<file path="config.mk">
export PLATFORM = sky130hd
export DESIGN_NAME = lvds_tx_data_mux
export DESIGN_NICKNAME = d
export VERILOG_FILES = /design/src/rtl/lvds_tx_data_mux_pkg.sv /design/src/rtl/lvds_tx_data_mux_sync_fifo.sv /design/src/rtl/lvds_tx_data_mux.sv
export SDC_FILE = /design/constraint.sdc
export NUM_CORES = 1
export LEC_CHECK = 0
export CAP_MARGIN = 20
export CORE_MARGIN = 1
export CORE_UTILIZATION = 25
export DETAILED_ROUTE_END_ITERATION = 8
export MAX_ROUTING_LAYER = met4
export PLACE_DENSITY = 0.36
export SKIP_CTS_REPAIR_TIMING = 1
export SLEW_MARGIN = 20
export SYNTH_ARGS = -nofsm -noshare
export SYNTH_HDL_FRONTEND = slang
export SYNTH_SLANG_ARGS = --single-unit
</file>
<file path="constraint.sdc">
create_clock -name I_clk -period 6.6 [get_ports I_clk]
set_clock_uncertainty 0.1 [all_clocks]
set_input_delay 1.32 -clock I_clk [delete_from_list [all_inputs] [get_ports I_clk]]
set_output_delay 1.32 -clock I_clk [all_outputs]
set_load 0.05 [all_outputs]
</file>
<file path="src/rtl/lvds_tx_data_mux_pkg.sv">
// Shared definitions for the LVDS TX word source: FSM states, mode codes and default words.
package lvds_tx_data_mux_pkg;

  typedef enum logic [1:0] {
    ST_IDLE  = 2'd0,
    ST_ALIGN = 2'd1,
    ST_USER  = 2'd2
  } state_t;

  typedef enum logic [1:0] {
    MODE_AUTO        = 2'b00,
    MODE_FORCE_ALIGN = 2'b01,
    MODE_FORCE_USER  = 2'b10,
    MODE_AUTO_ALT    = 2'b11
  } mode_t;

  localparam logic [7:0] DEF_ALIGN_WORD = 8'hE4;
  localparam logic [7:0] DEF_IDLE_WORD  = 8'h00;

endpackage

</file>
<file path="src/rtl/lvds_tx_data_mux_sync_fifo.sv">
// Synchronous first-word-fall-through FIFO with a registered head word.
// The head register adds one cycle of latency between a write and the word being poppable.
module lvds_tx_data_mux_sync_fifo #(
  parameter int unsigned WIDTH = 16,
  parameter int unsigned DEPTH = 16
) (
  input  logic             clk,
  input  logic             rst_n,
  input  logic             push,
  input  logic [WIDTH-1:0] din,
  output logic             full,
  input  logic             pop,
  output logic [WIDTH-1:0] dout,
  output logic             empty
);

  localparam int unsigned AW = $clog2(DEPTH);
  localparam int unsigned PW = AW + 1;

  logic [WIDTH-1:0] mem [DEPTH];
  logic [PW-1:0]    wr_ptr, rd_ptr, wr_nxt, rd_nxt;
  logic             do_push, do_pop;

  assign do_push = push && !full;
  assign do_pop  = pop && !empty;
  assign wr_nxt  = wr_ptr + PW'(do_push);
  assign rd_nxt  = rd_ptr + PW'(do_pop);

  always_ff @(posedge clk) begin
    if (do_push) mem[wr_ptr[AW-1:0]] <= din;
  end

  // full reads 1 while in reset so nothing is accepted until the first active cycle
  always_ff @(posedge clk) begin
    if (!rst_n) begin
      wr_ptr <= '0;
      rd_ptr <= '0;
      full   <= 1'b1;
      empty  <= 1'b1;
      dout   <= '0;
    end else begin
      wr_ptr <= wr_nxt;
      rd_ptr <= rd_nxt;
      full   <= (wr_nxt[AW] != rd_nxt[AW]) && (wr_nxt[AW-1:0] == rd_nxt[AW-1:0]);
      empty  <= (wr_ptr == rd_nxt);
      dout   <= mem[rd_nxt[AW-1:0]];
    end
  end

endmodule

</file>
<file path="src/rtl/lvds_tx_data_mux.sv">
// Per-link TX word source: training word after reset/realign, then user FIFO data padded with idle words.
module lvds_tx_data_mux
  import lvds_tx_data_mux_pkg::*;
#(
  parameter int unsigned   CH_NUM       = 2,
  parameter int unsigned   DW           = 8,
  parameter logic [DW-1:0] ALIGN_WORD   = DW'(DEF_ALIGN_WORD),
  parameter logic [DW-1:0] IDLE_WORD    = DW'(DEF_IDLE_WORD),
  parameter int unsigned   ALIGN_CYCLES = 1024,
  parameter int unsigned   FIFO_DEPTH   = 16
) (
  input  logic                 I_clk,
  input  logic                 I_rst,
  input  logic [1:0]           I_mode,
  input  logic                 I_realign,
  input  logic                 I_user_valid,
  input  logic [CH_NUM*DW-1:0] I_user_data,
  output logic                 O_user_ready,
  output logic                 O_valid,
  output logic [CH_NUM*DW-1:0] O_data,
  output logic                 O_aligned,
  output logic                 O_underrun
);

  localparam int unsigned   WW        = CH_NUM * DW;
  localparam int unsigned   CW        = $clog2(ALIGN_CYCLES + 1);
  localparam logic [CW-1:0] CNT_LAST  = CW'(ALIGN_CYCLES - 1);
  localparam logic [CW-1:0] CNT_MAX   = CW'(ALIGN_CYCLES);
  localparam logic [WW-1:0] ALIGN_BUS = {CH_NUM{ALIGN_WORD}};
  localparam logic [WW-1:0] IDLE_BUS  = {CH_NUM{IDLE_WORD}};

  state_t        state, state_nxt;
  logic [CW-1:0] cnt, cnt_nxt;
  logic          fifo_full, fifo_empty, fifo_push, fifo_pop;
  logic [WW-1:0] fifo_dout;
  logic          seen_word;
  logic          force_user, force_align, align_done;

  assign force_user   = (I_mode == MODE_FORCE_USER);
  assign force_align  = (I_mode == MODE_FORCE_ALIGN);
  assign align_done   = (cnt >= CNT_LAST);
  assign fifo_push    = I_user_valid && O_user_ready;
  assign fifo_pop     = (state_nxt == ST_USER) && !fifo_empty;
  assign O_user_ready = !fifo_full;

  lvds_tx_data_mux_sync_fifo #(
    .WIDTH(WW),
    .DEPTH(FIFO_DEPTH)
  ) u_fifo (
    .clk  (I_clk),
    .rst_n(I_rst),
    .push (fifo_push),
    .din  (I_user_data),
    .full (fifo_full),
    .pop  (fifo_pop),
    .dout (fifo_dout),
    .empty(fifo_empty)
  );

  // Next state: forced USER beats realign, realign beats counter completion
  always_comb begin
    state_nxt = state;
    cnt_nxt   = cnt;
    if (force_user) begin
      state_nxt = ST_USER;
    end else if (I_realign && (state != ST_IDLE)) begin
      state_nxt = ST_ALIGN;
      cnt_nxt   = '0;
    end else begin
      case (state)
        ST_IDLE: begin
          state_nxt = ST_ALIGN;
          cnt_nxt   = '0;
        end
        ST_ALIGN: begin
          if (align_done && !force_align) state_nxt = ST_USER;
          else if (cnt != CNT_MAX)        cnt_nxt   = cnt + CW'(1);
        end
        ST_USER: begin
          if (force_align) begin
            state_nxt = ST_ALIGN;
            cnt_nxt   = '0;
          end
        end
        default: state_nxt = ST_IDLE;
      endcase
    end
  end

  // Outputs are registered from the next state so they line up with the state register
  always_ff @(posedge I_clk) begin
    if (!I_rst) begin
      state      <= ST_IDLE;
      cnt        <= '0;
      seen_word  <= 1'b0;
      O_valid    <= 1'b0;
      O_data     <= '0;
      O_aligned  <= 1'b0;
      O_underrun <= 1'b0;
    end else begin
      state     <= state_nxt;
      cnt       <= cnt_nxt;
      O_aligned <= (state_nxt == ST_USER);
      case (state_nxt)
        ST_ALIGN: begin
          O_valid <= 1'b1;
          O_data  <= ALIGN_BUS;
        end
        ST_USER: begin
          if (!fifo_empty) begin
            O_valid   <= 1'b1;
            O_data    <= fifo_dout;
            seen_word <= 1'b1;
          end else begin
            O_valid <= 1'b0;
            O_data  <= IDLE_BUS;
            if (seen_word) O_underrun <= 1'b1;
          end
        end
        default: begin
          O_valid <= 1'b0;
          O_data  <= '0;
        end
      endcase
    end
  end

endmodule
</file>
## Word level (Yosys, flattened, before mapping)

Memory sizes are Yosys's and may differ from the RTL's. A register that Yosys moved wholly into a read port is not among the register bits.
Index checks and enable logic that the tools add are counted.

- Register bits after elaboration: 45
- RAM bits: 256
- Input port bits: 22
- Output and inout port bits: 20
- Word-level logic and storage cells: 64
- Memories kept: 1

Memories:

| name | depth | bits a word | rd ports | clocked after Yosys merged registers in | wr ports | RTL line | text |
|---|---|---|---|---|---|---|---|
| u_fifo.mem | 16 | 16 | 1 | 1 | 1 | lvds_tx_data_mux_sync_fifo.sv:20 | `logic [WIDTH-1:0] mem [DEPTH];` |

- $add $sub $neg: 3
- Magnitude comparators: 1
- Equal/unequal tests: 13
- Multiplexer cells: 16
- Bitwise operators: 2
- Reduce and logical (&&, ||, !) cells: 17

Operator list:

| cell | number |
|---|---|
| 11-bit two-way mux | 4 |
| 11-bit one-hot mux with 3 select lines | 1 |
| 16-bit one-hot mux with 2 select lines | 1 |
| 16-bit two-way mux | 1 |
| 11-bit by 1-bit adder with 11-bit output (second input constant) | 1 |
| 11-bit by 10-bit >= comparator with 1-bit output (second input constant) | 1 |
| 11-bit != test (second input constant) | 1 |
| 5-bit by 1-bit adder with 5-bit output | 2 |
| 3-bit != test (second input constant) | 3 |
| 2-bit two-way mux | 4 |
| 1-bit logical AND | 7 |
| 2-bit by 1-bit == test with 1-bit output (second input constant) | 3 |
| 2-bit == test (second input constant) | 3 |
| 2-bit one-hot mux with 3 select lines | 1 |
| 5-bit == test | 1 |
| 5-bit AND reduction | 1 |
| 4-bit == test | 1 |
| 1-bit logical NOT | 4 |
| 4-bit nonzero test | 1 |
| 1-bit two-way mux | 3 |
| 3-bit AND reduction | 1 |
| 2-bit logical NOT | 1 |
| 1-bit inverter | 2 |
| 1-bit one-hot mux with 2 select lines | 1 |
| 3 further kinds | 3 |

## Logic depth before layout (Yosys ltp)

Gate-level depths: netlist of the first run.

- Word-level depth: 13
- Mapped depth: 16
- Gate-level depth less buffers: 14

## By module

A second synthesis of the first run with hierarchy kept.

- Cells, all modules: 654
- Area total of the unflattened synthesis: 12,157.9 sq um

By module, submodules not included:

| module | instances | cells each | area each (sq um) | sequential area each (sq um) |
|---|---|---|---|---|
| lvds_tx_data_mux_sync_fifo | 1 | 486 | 10,682.7 | 8,247.9 |
| lvds_tx_data_mux | 1 | 168 | 1,475.2 | 660.6 |

## Least setup slack after synthesis of the first run

No wires, ideal clock.

- Path type: in2reg
- Start point: in I_mode[0]
- End point: reg u_fifo.dout[0], read port of u_fifo.mem
- Library setup time: 0.141 ns
- Arrival: 4.571 ns
- Data required time: 6.359 ns
- Setup slack: 1.787 ns
- Stages: 15
- Buffers on the path: 4
- Cell sequence: or3b_1 > or4_4 > a21oi_4 > or2_2 > buf_6 > ha_1 > nor2b_1 > clkbuf_1 > ha_1 > ha_1 > buf_1 > buf_1 > mux4_2 > nand2_1 > a311oi_1

- Longest elaborated chain between the ends: 11
- Elaborated cells on any way between the ends: 13
- Classes of those cells: add/sub (1); eq/ne (3); mux (5); reduce/logical (4)

Ends and longest elaborated chain:

| what | RTL line | text |
|---|---|---|
| start: declaration | lvds_tx_data_mux.sv:14 | `input logic [1:0] I_mode,` |
| 2-bit by 1-bit == test with 1-bit output | lvds_tx_data_mux.sv:40 | `assign force_align = (I_mode == MODE_FORCE_ALIGN);` |
| 1-bit logical NOT | lvds_tx_data_mux.sv:76 | `if (align_done && !force_align) state_nxt = ST_USER;` |
| 1-bit logical AND | lvds_tx_data_mux.sv:76 |  |
| 2-bit two-way mux | lvds_tx_data_mux.sv:76 |  |
| 2-bit one-hot mux with 3 select lines | lvds_tx_data_mux.sv:70 | `case (state)` |
| 2-bit two-way mux | lvds_tx_data_mux.sv:66 | `end else if (I_realign && (state != ST_IDLE)) begin` |
| 2-bit two-way mux * | lvds_tx_data_mux.sv:64 | `if (force_user) begin` |
| named net state_nxt[1] | lvds_tx_data_mux.sv:32 | `state_t state, state_nxt;` |
| 2-bit == test * | lvds_tx_data_mux.sv:43 | `assign fifo_pop = (state_nxt == ST_USER) && !fifo_empty;` |
| 1-bit logical AND * | lvds_tx_data_mux.sv:43 |  |
| 1-bit logical AND * | lvds_tx_data_mux_sync_fifo.sv:25 | `assign do_pop = pop && !empty;` |
| 5-bit by 1-bit adder with 5-bit output * | lvds_tx_data_mux_sync_fifo.sv:27 | `assign rd_nxt = rd_ptr + PW'(do_pop);` |
| named net u_fifo.rd_nxt[1] | lvds_tx_data_mux_sync_fifo.sv:21 | `logic [PW-1:0] wr_ptr, rd_ptr, wr_nxt, rd_nxt;` |
| end: declaration | lvds_tx_data_mux_sync_fifo.sv:13 | `output logic [WIDTH-1:0] dout,` |

Mark *: on every way through the listed nets, which the timed path passes. The rest lies on a longest branch.
A chain may end at the register's enable or synchronous reset.

## Final worst setup path of the first run

- Start point: in I_mode[0]
- End point: reg u_fifo.dout[6], read port of u_fifo.mem

- Longest elaborated chain between the ends: 11
- Elaborated cells on any way between the ends: 13
- Classes of those cells: add/sub (1); eq/ne (3); mux (5); reduce/logical (4)

Ends and longest elaborated chain:

| what | RTL line |
|---|---|
| 2-bit by 1-bit == test with 1-bit output | lvds_tx_data_mux.sv:40 |
| 1-bit logical NOT | lvds_tx_data_mux.sv:76 |
| 1-bit logical AND | lvds_tx_data_mux.sv:76 |
| 2-bit two-way mux | lvds_tx_data_mux.sv:76 |
| 2-bit one-hot mux with 3 select lines | lvds_tx_data_mux.sv:70 |
| 2-bit two-way mux | lvds_tx_data_mux.sv:66 |
| 2-bit two-way mux * | lvds_tx_data_mux.sv:64 |
| 2-bit == test * | lvds_tx_data_mux.sv:43 |
| 1-bit logical AND * | lvds_tx_data_mux.sv:43 |
| 1-bit logical AND * | lvds_tx_data_mux_sync_fifo.sv:25 |
| 5-bit by 1-bit adder with 5-bit output * | lvds_tx_data_mux_sync_fifo.sv:27 |
| named net u_fifo.rd_nxt[0] | lvds_tx_data_mux_sync_fifo.sv:21 |

Marks and branches as above.

==> run summary, run 1 <==
Die area: 49700 um^2
DR DRC count: 0
Met2 WL: 15600 um
Io pins: 42
Period utilisation layout: 79.3%
Initial DRC count: 430
Crit path required time: 6.89 ns
Final Cell Area: 14700 um^2
GRT Residual Overflow: 0
Power Dens Cells: 293 nW/um^2
Number of flops mapped to enable cells by yosys: 256
Area of the mapped netlist: 12200 um^2
Largest net degree at the start of global routing: 68
Non-filler cells, final: 1393
Status: complete, no violations
Slew margin rel.: 36.3%
Critical path type: in2reg
Worst-Skew Late Latency: 0.54 ns
Ys flop type: edfxtp_1
Layout cell share with drive strength beyond 1: 20.6%
PnR Total Power: 4.30 mW
RR Startpoint: cnt[1]
M1 WL: 14500 um
Pre-CTS WS: 0.760 ns
H-tree depth: 2
Total negative slack: 0 ns
Worst Hold Class: reg2reg
Die Ht: 223 um
Vias in the first global route: 6981
Post-layout min period: 5.23 ns
Routed Antenna Nets: 0
Core Rows: 80
Final core utilization: 30.6%
Top Metal Used: met4
Global-route wire length before repair: 47400 um
Clk buf depth: 3
Drt pass-1 iters: 4
CP max stage delay: 0.55 ns
Synthesized Nets: 723
Yosys warning count: 0
Critical Path Start: I_mode[0]
Root Buffer: clkbuf_16
Placed Instances: 1327
Diodes inserted: 0
Leak pwr: 4.55 nW
Crit-path slowest cell: ha_4
Final WL: 32300 um
Area growth, synth to finish: 20.4%
Die width: 223 um
Worst Setup End Kind: flop
CTS Buf Count: 36
Sequential element share of the synthesized area: 73.0%
Peak supply drop: 0.152 mV
Max Fclk: 191 MHz
Critical path fanouts, max: 25
Hold Vio Cnt, Final: 0
Critical Path Start Type: primary input
Fraction of registers with async set/reset: 0%
Seq cells post-synth: 317
Synthesized area per cell: 17.6 um^2
Initial Utilization: 25.4%
Port bufs: 41
Setup-failing EPs final: 0
Critical Path AT: 5.52 ns
Number of vias per cell: 4.64
Routed length on met3: 1320 um
Number of max-cap violations: 0
Area of the core: 47900 um^2
Worst slew pin tran: 0.954 ns
Fillers: 4649
Syn Inst Count: 693
Routed WL per cell: 23.2 um
Setup ws final: 1.37 ns
Pins over their slew limit: 0
CTS tree: yes
Placed instance area: 13500 um^2
RSZ-0062 raised after global routing: no
Clock-pin slew on the worst setup and hold paths: 0.06 ns
Hold_sp: u_fifo.dout[13]
Critical-path cell list: clkdlybuf4s50_1, or3b_1, or4_4, a21oi_4, or2_2, ha_1, nor2b_1, ha_4, buf_12, mux4_2, and2_1, a211oi_1, a311oi_1
Initial antenna violation count: 0
Overall routing resource usage: 13.7%
Synth cell types: 49
# clock sinks: 317
Final #Nets: 780
GPL Wtd Cong: 0.762
Vias: 6463
Worst hold slack: 0.348 ns
DPL Wire Length: 17700 um
==> sequential cells by signal, indices dropped and copies added (netlist names), 2 cells and up <==
register	count
O_data	16
u_fifo.dout	16
cnt	11
u_fifo.wr_ptr	5
u_fifo.rd_ptr	5
state	2
u_fifo.mem	256
==> cell usage in the layout (no fill, tap or decap), types with 12 or more instances in the layout <==
cell	n
a211oi_1	16
edfxtp_1	256
buf_4	13
mux4_2	64
a311oi_1	16
nand2_1	49
clkbuf_1	16
and2_1	24
nor2_1	28
clkbuf_16	36
dfxtp_1	61
nor2_4	12
clkdlybuf4s50_1	41
==> cell type report <==
type,count,area (um^2),area share [%]
Clock buffer,56,1020,6.91
Clock inverter,10,130,0.886
Inverter,10,37.5,0.255
Multi-Input combinational cell,328,3260,22.2
Sequential cell,317,8910,60.6
Tap cell,615,769,5.24
Timing Repair Buffer,57,568,3.87
==> worst max-delay path, delay by kind of cell <==
family,cells,cell delay [ns]
compound gates,3,0.57
fa+ha+maj,2,0.75
buf+inv,2,0.79
mux,1,0.52
simple gates,5,1.53
==> layer usage <==
metal,global-route usage (%),up-vias
li1,-,2857
met1,17.7,3412
met2,21.8,143
met3,2.50,51
met4,4.20,0
met5,-,-
==> path summary, 6_finish.rpt <==
kind              cells past startpoint  slack [ns]        endpoint
setup reg to reg                     13        1.95  u_fifo.dout[6]
setup / recovery                     13        1.37  u_fifo.dout[6]
hold reg to reg                       2        0.35      O_data[13]
hold / removal                        2        0.35      O_data[13]
==> cells by family (layout without fill, tap and decap cells) <==
group	after synthesis	count (layout)	synth area share [%]
buffers and inverters	48	133	1.71
muxes	64	64	11.8
adders and majority gates	8	8	0.820
AOI/OAI and AO/OA	69	69	4.49
xor gates and xnor gates	18	18	1.29
and+or+nand+nor	169	169	6.86
DFF	317	317	73.0
==> cell usage after synthesis (3+ instances only) <==
master,n,area share (%)
o41ai_1,4,0.29
a21o_1,3,0.18
inv_1,10,0.31
a21oi_1,4,0.16
nor2_1,40,1.2
dfxtp_1,61,10
mux4_2,64,12
clkbuf_1,24,0.74
nand2_1,49,1.5
nand2b_1,4,0.21
o221a_2,4,0.37
and2_1,24,1.2
and3_1,7,0.36
ha_1,8,0.82
or2_2,3,0.15
xnor2_1,11,0.79
nor2b_1,3,0.15
o311ai_0,3,0.22
a311oi_1,16,1.1
buf_2,8,0.33
a31oi_1,5,0.26
o21ai_0,4,0.16
xor2_1,7,0.50
nor3_1,9,0.37
edfxtp_1,256,63
a211oi_1,16,0.98
buf_1,3,0.092
nand3b_1,3,0.18
nand4_1,4,0.21
nand3_1,11,0.45
==> power breakdown <==
group / switching [mW] / internal [mW]
combinational: 0.101 / 0.0599
clock: 0.801 / 1.15
sequential: 0.0113 / 2.18
Power figures use the tool's default switching activity.
==> run 2, diff against run 1 <==
==> constraint.sdc (replaced) <==
create_clock -name I_clk -period 5.4 [get_ports I_clk]
set_clock_uncertainty 0.1 [all_clocks]
set_input_delay 1.08 -clock I_clk [delete_from_list [all_inputs] [get_ports I_clk]]
set_output_delay 1.08 -clock I_clk [all_outputs]
set_load 0.05 [all_outputs]
==> run summary, run 2 (same netlist as run 1, synthesis figures left out) <==
Post-layout min period: 4.65 ns
Status: complete, no violations
Area growth, synth to finish: 21.3%
Number of vias per cell: 4.64 (about the same)
Area of the core: 47900 um^2 (unchanged)
Global-route wire length before repair: 47600 um (+0.28%)
Die width: 223 um (unchanged)
Crit-path slowest cell: clkdlybuf4s50_1
Worst Hold Class: reg2reg
Pins over their slew limit: 0 (unchanged)
Switching Share: 21.1% (-0.18 points)
Clock share of power: 44.9% (-0.4 points)
Routed WL per cell: 23.4 um (+1.1%)
Core Rows: 80 (unchanged)
Crit path required time: 5.68 ns (-1.21 ns)
Placed Instances: 1336 (+0.68%)
Worst Setup End Kind: flop
Routed Antenna Nets: 0 (unchanged)
Initial antenna violation count: 1 (+1)
Initial DRC count: 397 (-7.7%)
Period utilisation layout: 86.2%
Clk buf depth: 3 (unchanged)
Comb power frac: 3.9% (+0.2 points)
Vias in the first global route: 6977 (-0.057%)
DPL Wire Length: 18300 um (+3.3%)
Max reg flops: 256 (unchanged)
Max Fclk: 215 MHz
Final #Nets: 790 (+1.3%)
Critical-path cell list: clkdlybuf4s50_1, or3b_1, or4_4, a21oi_4, or2_2, ha_1, nor2b_1, ha_4, nand3_1, xnor2_2, buf_12, and2_1, a211oi_1, a311oi_1
H-tree depth: 2 (unchanged)
Psw: 1.10 mW (+21%)
Final core utilization: 30.9% (+0.21 points)
Slew margin rel.: 37.8% (+1.5 points)
Largest net degree at the start of global routing: 36 (-47%)
GR Util met2: 22.9% (+1.1 points)
Peak supply drop: 0.150 mV (-1.5%)
Critical Path AT: 4.93 ns (-0.59 ns)
Initial Utilization: 25.4% (unchanged)
Leak pwr: 4.61 nW (+1.3%)
CP max stage delay: 0.49 ns (-0.06 ns)
Drt pass-1 iters: 4 (unchanged)
Die Ht: 223 um (unchanged)
Global Route met1 Usage: 17.1% (-0.56 points)
Critical Path Start Type: primary input
FF-to-FF path depth: 14 (+1)
Port bufs: 41 (unchanged)
Gr busiest metal: met2
CTS Buf Count: 37 (+2.8%)
Io pins: 42 (unchanged)
Layout cell share with drive strength beyond 1: 21.6% (+1.0 points)
Critical path fanouts, max: 32 (+28%)
Diodes inserted: 0 (unchanged)
Final WL: 32800 um (+1.7%)
Setup-failing EPs final: 0 (unchanged)
Die area: 49700 um^2 (unchanged)
Met3 usage: 2.37% (-0.13 points)
Hold Vio Cnt, Final: 0 (unchanged)
Most frequent cells in the layout: edfxtp_1 (256), mux4_2 (64), dfxtp_1 (61), nand2_1 (49), clkdlybuf4s50_1 (41)
Power Dens Cells: 353 nW/um^2 (+21%)
Crit path capture: u_fifo.dout[12]
GRT Residual Overflow: 0 (unchanged)
RSZ-0062 raised after global routing: no
Root Buffer: clkbuf_16
Int Pwr: 4.13 mW (+22%)
Clock-pin slew on the worst setup and hold paths: 0.06 ns (about the same)
CTS tree: yes
Part of the power in registers: 51.2% (+0.2 points)
DR DRC count: 0 (unchanged)
Overall routing resource usage: 13.8% (+0.13 points)
R2R Path End: u_fifo.dout[12]
Total negative slack: 0 ns (unchanged)
Number of max-cap violations: 0 (unchanged)
Setup slack on the worst flop-to-flop path: 1.21 ns (-0.74 ns)
Non-filler cells, final: 1402 (+0.65%)
RR Startpoint: cnt[1]
GPL Wtd Cong: 0.735 (-3.6%)
Worst slew pin tran: 0.931 ns (-0.0226 ns)
Commonest non-fill, non-tap cell in the layout: edfxtp_1
Worst-Skew Late Latency: 0.51 ns (-0.03 ns)
Vias: 6503 (+0.62%)
Critical Path Start: I_mode[0]
# clock sinks: 317 (unchanged)
Critical path type: in2reg
[run 2: changes by cell type in the layout (fill, tap and decap cells not counted), sizes merged]
cell,delta
buf,+9
bufinv,-1
clkinv,+3
clkbuf,-2
[run 2: worst min-delay path by stage]
stage / cells after the start / startpoint / slack (ns) / to
2_1_floorplan: 2 / u_fifo.dout[10] / 0.31 / O_data[10]
3_3_place_gp: 2 / u_fifo.dout[14] / 0.33 / O_data[14]
3_5_place_dp: 2 / u_fifo.dout[14] / 0.34 / O_data[14]
4_1_cts: 2 / u_fifo.dout[14] / 0.34 / O_data[14]
5_1_grt: 2 / u_fifo.dout[14] / 0.37 / O_data[14]
6_report: 2 / u_fifo.dout[14] / 0.34 / O_data[14]
[run 2: metrics by stage]
step | cell area, um^2 | power, mW | hold slack [ns] | setup slack (ns)
after global routing | 14800 | 5.41 | 0.373 | 0.532
after floorplan | 12200 | 2.83 | 0.311 | 0.827
after CTS | 14800 | 5.30 | 0.343 | 0.695
after detailed placement | 13700 | 2.94 | 0.337 | 0.170
after global placement | 13700 | 2.93 | 0.334 | 0.184
final | 14800 | 5.23 | 0.338 | 0.746
[run 2: cell type report]
| type | count | area [um^2] |
|---|---|---|
| repair buffers | 66 | 686 |
| fillers | 4635 | 33100 |
| inverters | 10 | 37.5 |
| well taps | 615 | 769 |
| clock buffers | 54 | 1040 |
| multi-input cells | 328 | 3260 |
| flip-flops and latches | 317 | 8910 |
| clock inverters | 12 | 91.3 |
[run 2: power groups by stage]
| stage | sequential [mW] | combinational, mW | clock [mW] |
|---|---|---|---|
| after floorplan | 2.74 | 0.0883 | 0 |
| after global placement | 2.73 | 0.204 | 0 |
| after detailed placement | 2.73 | 0.208 | 0 |
| after CTS | 2.68 | 0.209 | 2.41 |
| after global routing | 2.68 | 0.221 | 2.51 |
| final | 2.68 | 0.204 | 2.34 |
[run 2: worst max-delay path: cells and delay by family]
family                     cells  cell delay (ns)
xor gates and xnor gates       1             0.27
and+or+nand+nor                6             1.74
adders and majority gates      2             0.38
AOI/OAI and AO/OA              3             0.73
buffers and inverters          2             0.73
[run 2: metal layers]
layer  routed length, um  up-vias
li1                    -     2885
met2               16200      143
met5                   0        -
met4                 918        0
met1               14300     3424
met3                1440       51
==> run 3, diff against run 2 <==
--- a/config.mk
+++ b/config.mk
@@ -7,10 +7,10 @@
 export LEC_CHECK = 0
 export CAP_MARGIN = 20
 export CORE_MARGIN = 1
-export CORE_UTILIZATION = 25
+export CORE_UTILIZATION = 54
 export DETAILED_ROUTE_END_ITERATION = 8
 export MAX_ROUTING_LAYER = met4
-export PLACE_DENSITY = 0.36
+export PLACE_DENSITY = 0.69
 export SKIP_CTS_REPAIR_TIMING = 1
 export SLEW_MARGIN = 20
 export SYNTH_ARGS = -nofsm -noshare
==> run summary, run 3 (same netlist as run 1, synthesis figures left out) <==
Worst slew pin tran: 0.991 ns (+0.0597 ns)
Core Rows: 54 (-33%)
Leak pwr: 4.64 nW (+0.59%)
Area of the core: 22000 um^2 (-54%)
Int Pwr: 4.01 mW (-2.9%)
Hold Vio Cnt, Final: 0 (unchanged)
Vias: 6560 (+0.88%)
Crit-path slowest cell: clkdlybuf4s50_1
Comb power frac: 3.8% (about the same)
Clock share of power: 42.8% (-2.1 points)
Critical Path AT: 5.06 ns (+0.13 ns)
Peak supply drop: 0.260 mV (+74%)
Area growth, synth to finish: 16.8%
Drt pass-1 iters: 8 (+4)
Worst-Skew Late Latency: 0.56 ns (+0.05 ns)
Critical Path Start Type: primary input
Setup-failing EPs final: 0 (unchanged)
Crit path required time: 5.72 ns (+0.04 ns)
Power Dens Cells: 352 nW/um^2 (-0.27%)
Most frequent cells in the layout: edfxtp_1 (256), mux4_2 (64), dfxtp_1 (61), nand2_1 (49), clkdlybuf4s50_1 (41)
Slew margin rel.: 33.7% (-4.1 points)
CP max stage delay: 0.50 ns (about the same)
Layout cell share with drive strength beyond 1: 21.7% (+0.089 points)
Max reg flops: 256 (unchanged)
Max Fclk: 211 MHz (-1.8%)
Part of the power in registers: 53.4% (+2.2 points)
Failing checks: design-rule violations
Total negative slack: 0 ns (unchanged)
Io pins: 42 (unchanged)
Overall routing resource usage: 23.7% (+9.9 points)
Psw: 1.01 mW (-8.0%)
Final #Nets: 798 (+1.0%)
Critical path fanouts, max: 13 (-59%)
Critical path type: in2reg
Status: finished, violations left
Final WL: 25900 um (-21%)
Switching Share: 20.2% (-0.89 points)
Vias in the first global route: 6795 (-2.6%)
Final Cell Area: 14200 um^2 (-3.7%)
Pins over their slew limit: 0 (unchanged)
DPL Wire Length: 16200 um (-11%)
Die width: 152 um (-32%)
Worst Hold Class: reg2reg
Number of vias per cell: 6.11 (+32%)
Routed WL per cell: 24.1 um (+2.9%)
Number of max-cap violations: 0 (unchanged)
Port bufs: 41 (unchanged)
Initial antenna violation count: 1 (unchanged)
Routed Antenna Nets: 0 (unchanged)
Die Ht: 152 um (-32%)
Period utilisation layout: 87.7% (+1.6 points)
CTS tree: yes
# clock sinks: 317 (unchanged)
Setup slack on the worst flop-to-flop path: 1.12 ns (-0.09 ns)
Worst Setup End Kind: flop
Post-layout min period: 4.74 ns (+0.0841 ns)
Initial DRC count: 457 (+15%)
Global-route wire length before repair: 40300 um (-15%)
DR DRC count: 6 (+6)
Clk buf depth: 3 (unchanged)
CTS Buf Count: 31 (-16%)
RSZ-0062 raised after global routing: no
Critical-path cell list: clkdlybuf4s50_1, or3b_1, or4_4, a21oi_4, or2_2, ha_1, nor2b_1, ha_4, ha_2, buf_4, mux4_2, and2_1, a211oi_1, a311oi_1
Placed instance area: 13200 um^2 (-3.4%)
Clock-pin slew on the worst setup and hold paths: 0.06 ns (about the same)
GRT Residual Overflow: 0 (unchanged)
Commonest non-fill, non-tap cell in the layout: edfxtp_1
H-tree depth: 1 (-1)
Largest net degree at the start of global routing: 36 (unchanged)
Root Buffer: clkbuf_16
Initial Utilization: 55.6% (+30 points)
Die area: 23200 um^2 (-53%)
GPL Wtd Cong: 0.861 (+17%)
[run 3: cell types whose count changed in the layout (fill, tap and decap cells not counted), moves of 2 or more]
cell	delta
buf_4	+16
nor2_1	+12
nor2_4	-12
clkbuf_16	-6
clkbuf_1	-4
clkinv_1	-4
clkbuf_8	+3
buf_12	-2
clkinv_2	+2
clkinvlp_4	+2
inv_6	-2
xor2_2	+2
xor2_4	-2
[run 3: critical path, delay by kind of cell]
family                   cells  cell delay [ns]
AND/OR/NAND/NOR              5             1.47
adder cells (fa/ha/maj)      3             0.79
multiplexers                 1             0.32
buffers and inverters        2             0.81
AO/OA/AOI/OAI                3             0.58
[run 3: metrics by stage]
| stage | power (mW) | std cells | hold WS, ns | utilization [%] | setup WS (ns) |
|---|---|---|---|---|---|
| 5_1_grt | 5.16 | 1074 | 0.396 | 64.9 | 0.562 |
| 3_5_place_dp | 2.92 | 1015 | 0.339 | 60.1 | 0.170 |
| 6_report | 5.02 | 1074 | 0.357 | 64.9 | 0.662 |
| 2_1_floorplan | 2.83 | 693 | 0.311 | - | 0.827 |
| 3_3_place_gp | 2.92 | 1015 | 0.332 | 60.1 | 0.275 |
| 4_1_cts | 5.05 | 1073 | 0.369 | 64.9 | 0.671 |
[run 3: path summary, 6_finish.rpt]
path                    from        endpoint  depth (start not counted)
max                I_mode[0]  u_fifo.dout[7]                         14
min reg2reg  u_fifo.dout[13]      O_data[13]                          2
max reg2reg           cnt[1]  u_fifo.dout[7]                         14
min          u_fifo.dout[13]      O_data[13]                          2
[run 3: layout make-up]
class                      instances  area, um^2
multi-input combinational        328        3140
antenna                            1        2.50
clock buffer                      47         916
fill                            1473        7710
inverter                          10        37.5
timing repair buffer              80         766
sequential                       317        8910
clock inverter                    11         125
tap                              280         350
[run 3: power groups by stage]
stage,Clock [mW],Sequential (mW),Combinational [mW]
3_5_place_dp,0,2.73,0.191
4_1_cts,2.17,2.68,0.192
3_3_place_gp,0,2.73,0.186
2_1_floorplan,0,2.74,0.0883
5_1_grt,2.27,2.68,0.207
6_report,2.15,2.68,0.191
[run 3: routing by layer]
metal | global-route usage [%] | routed length [um]
met2 | 39.1 | 13000
met4 | 7.09 | 612
met3 | 3.27 | 1430
met5 | - | 0
met1 | 31.1 | 10800
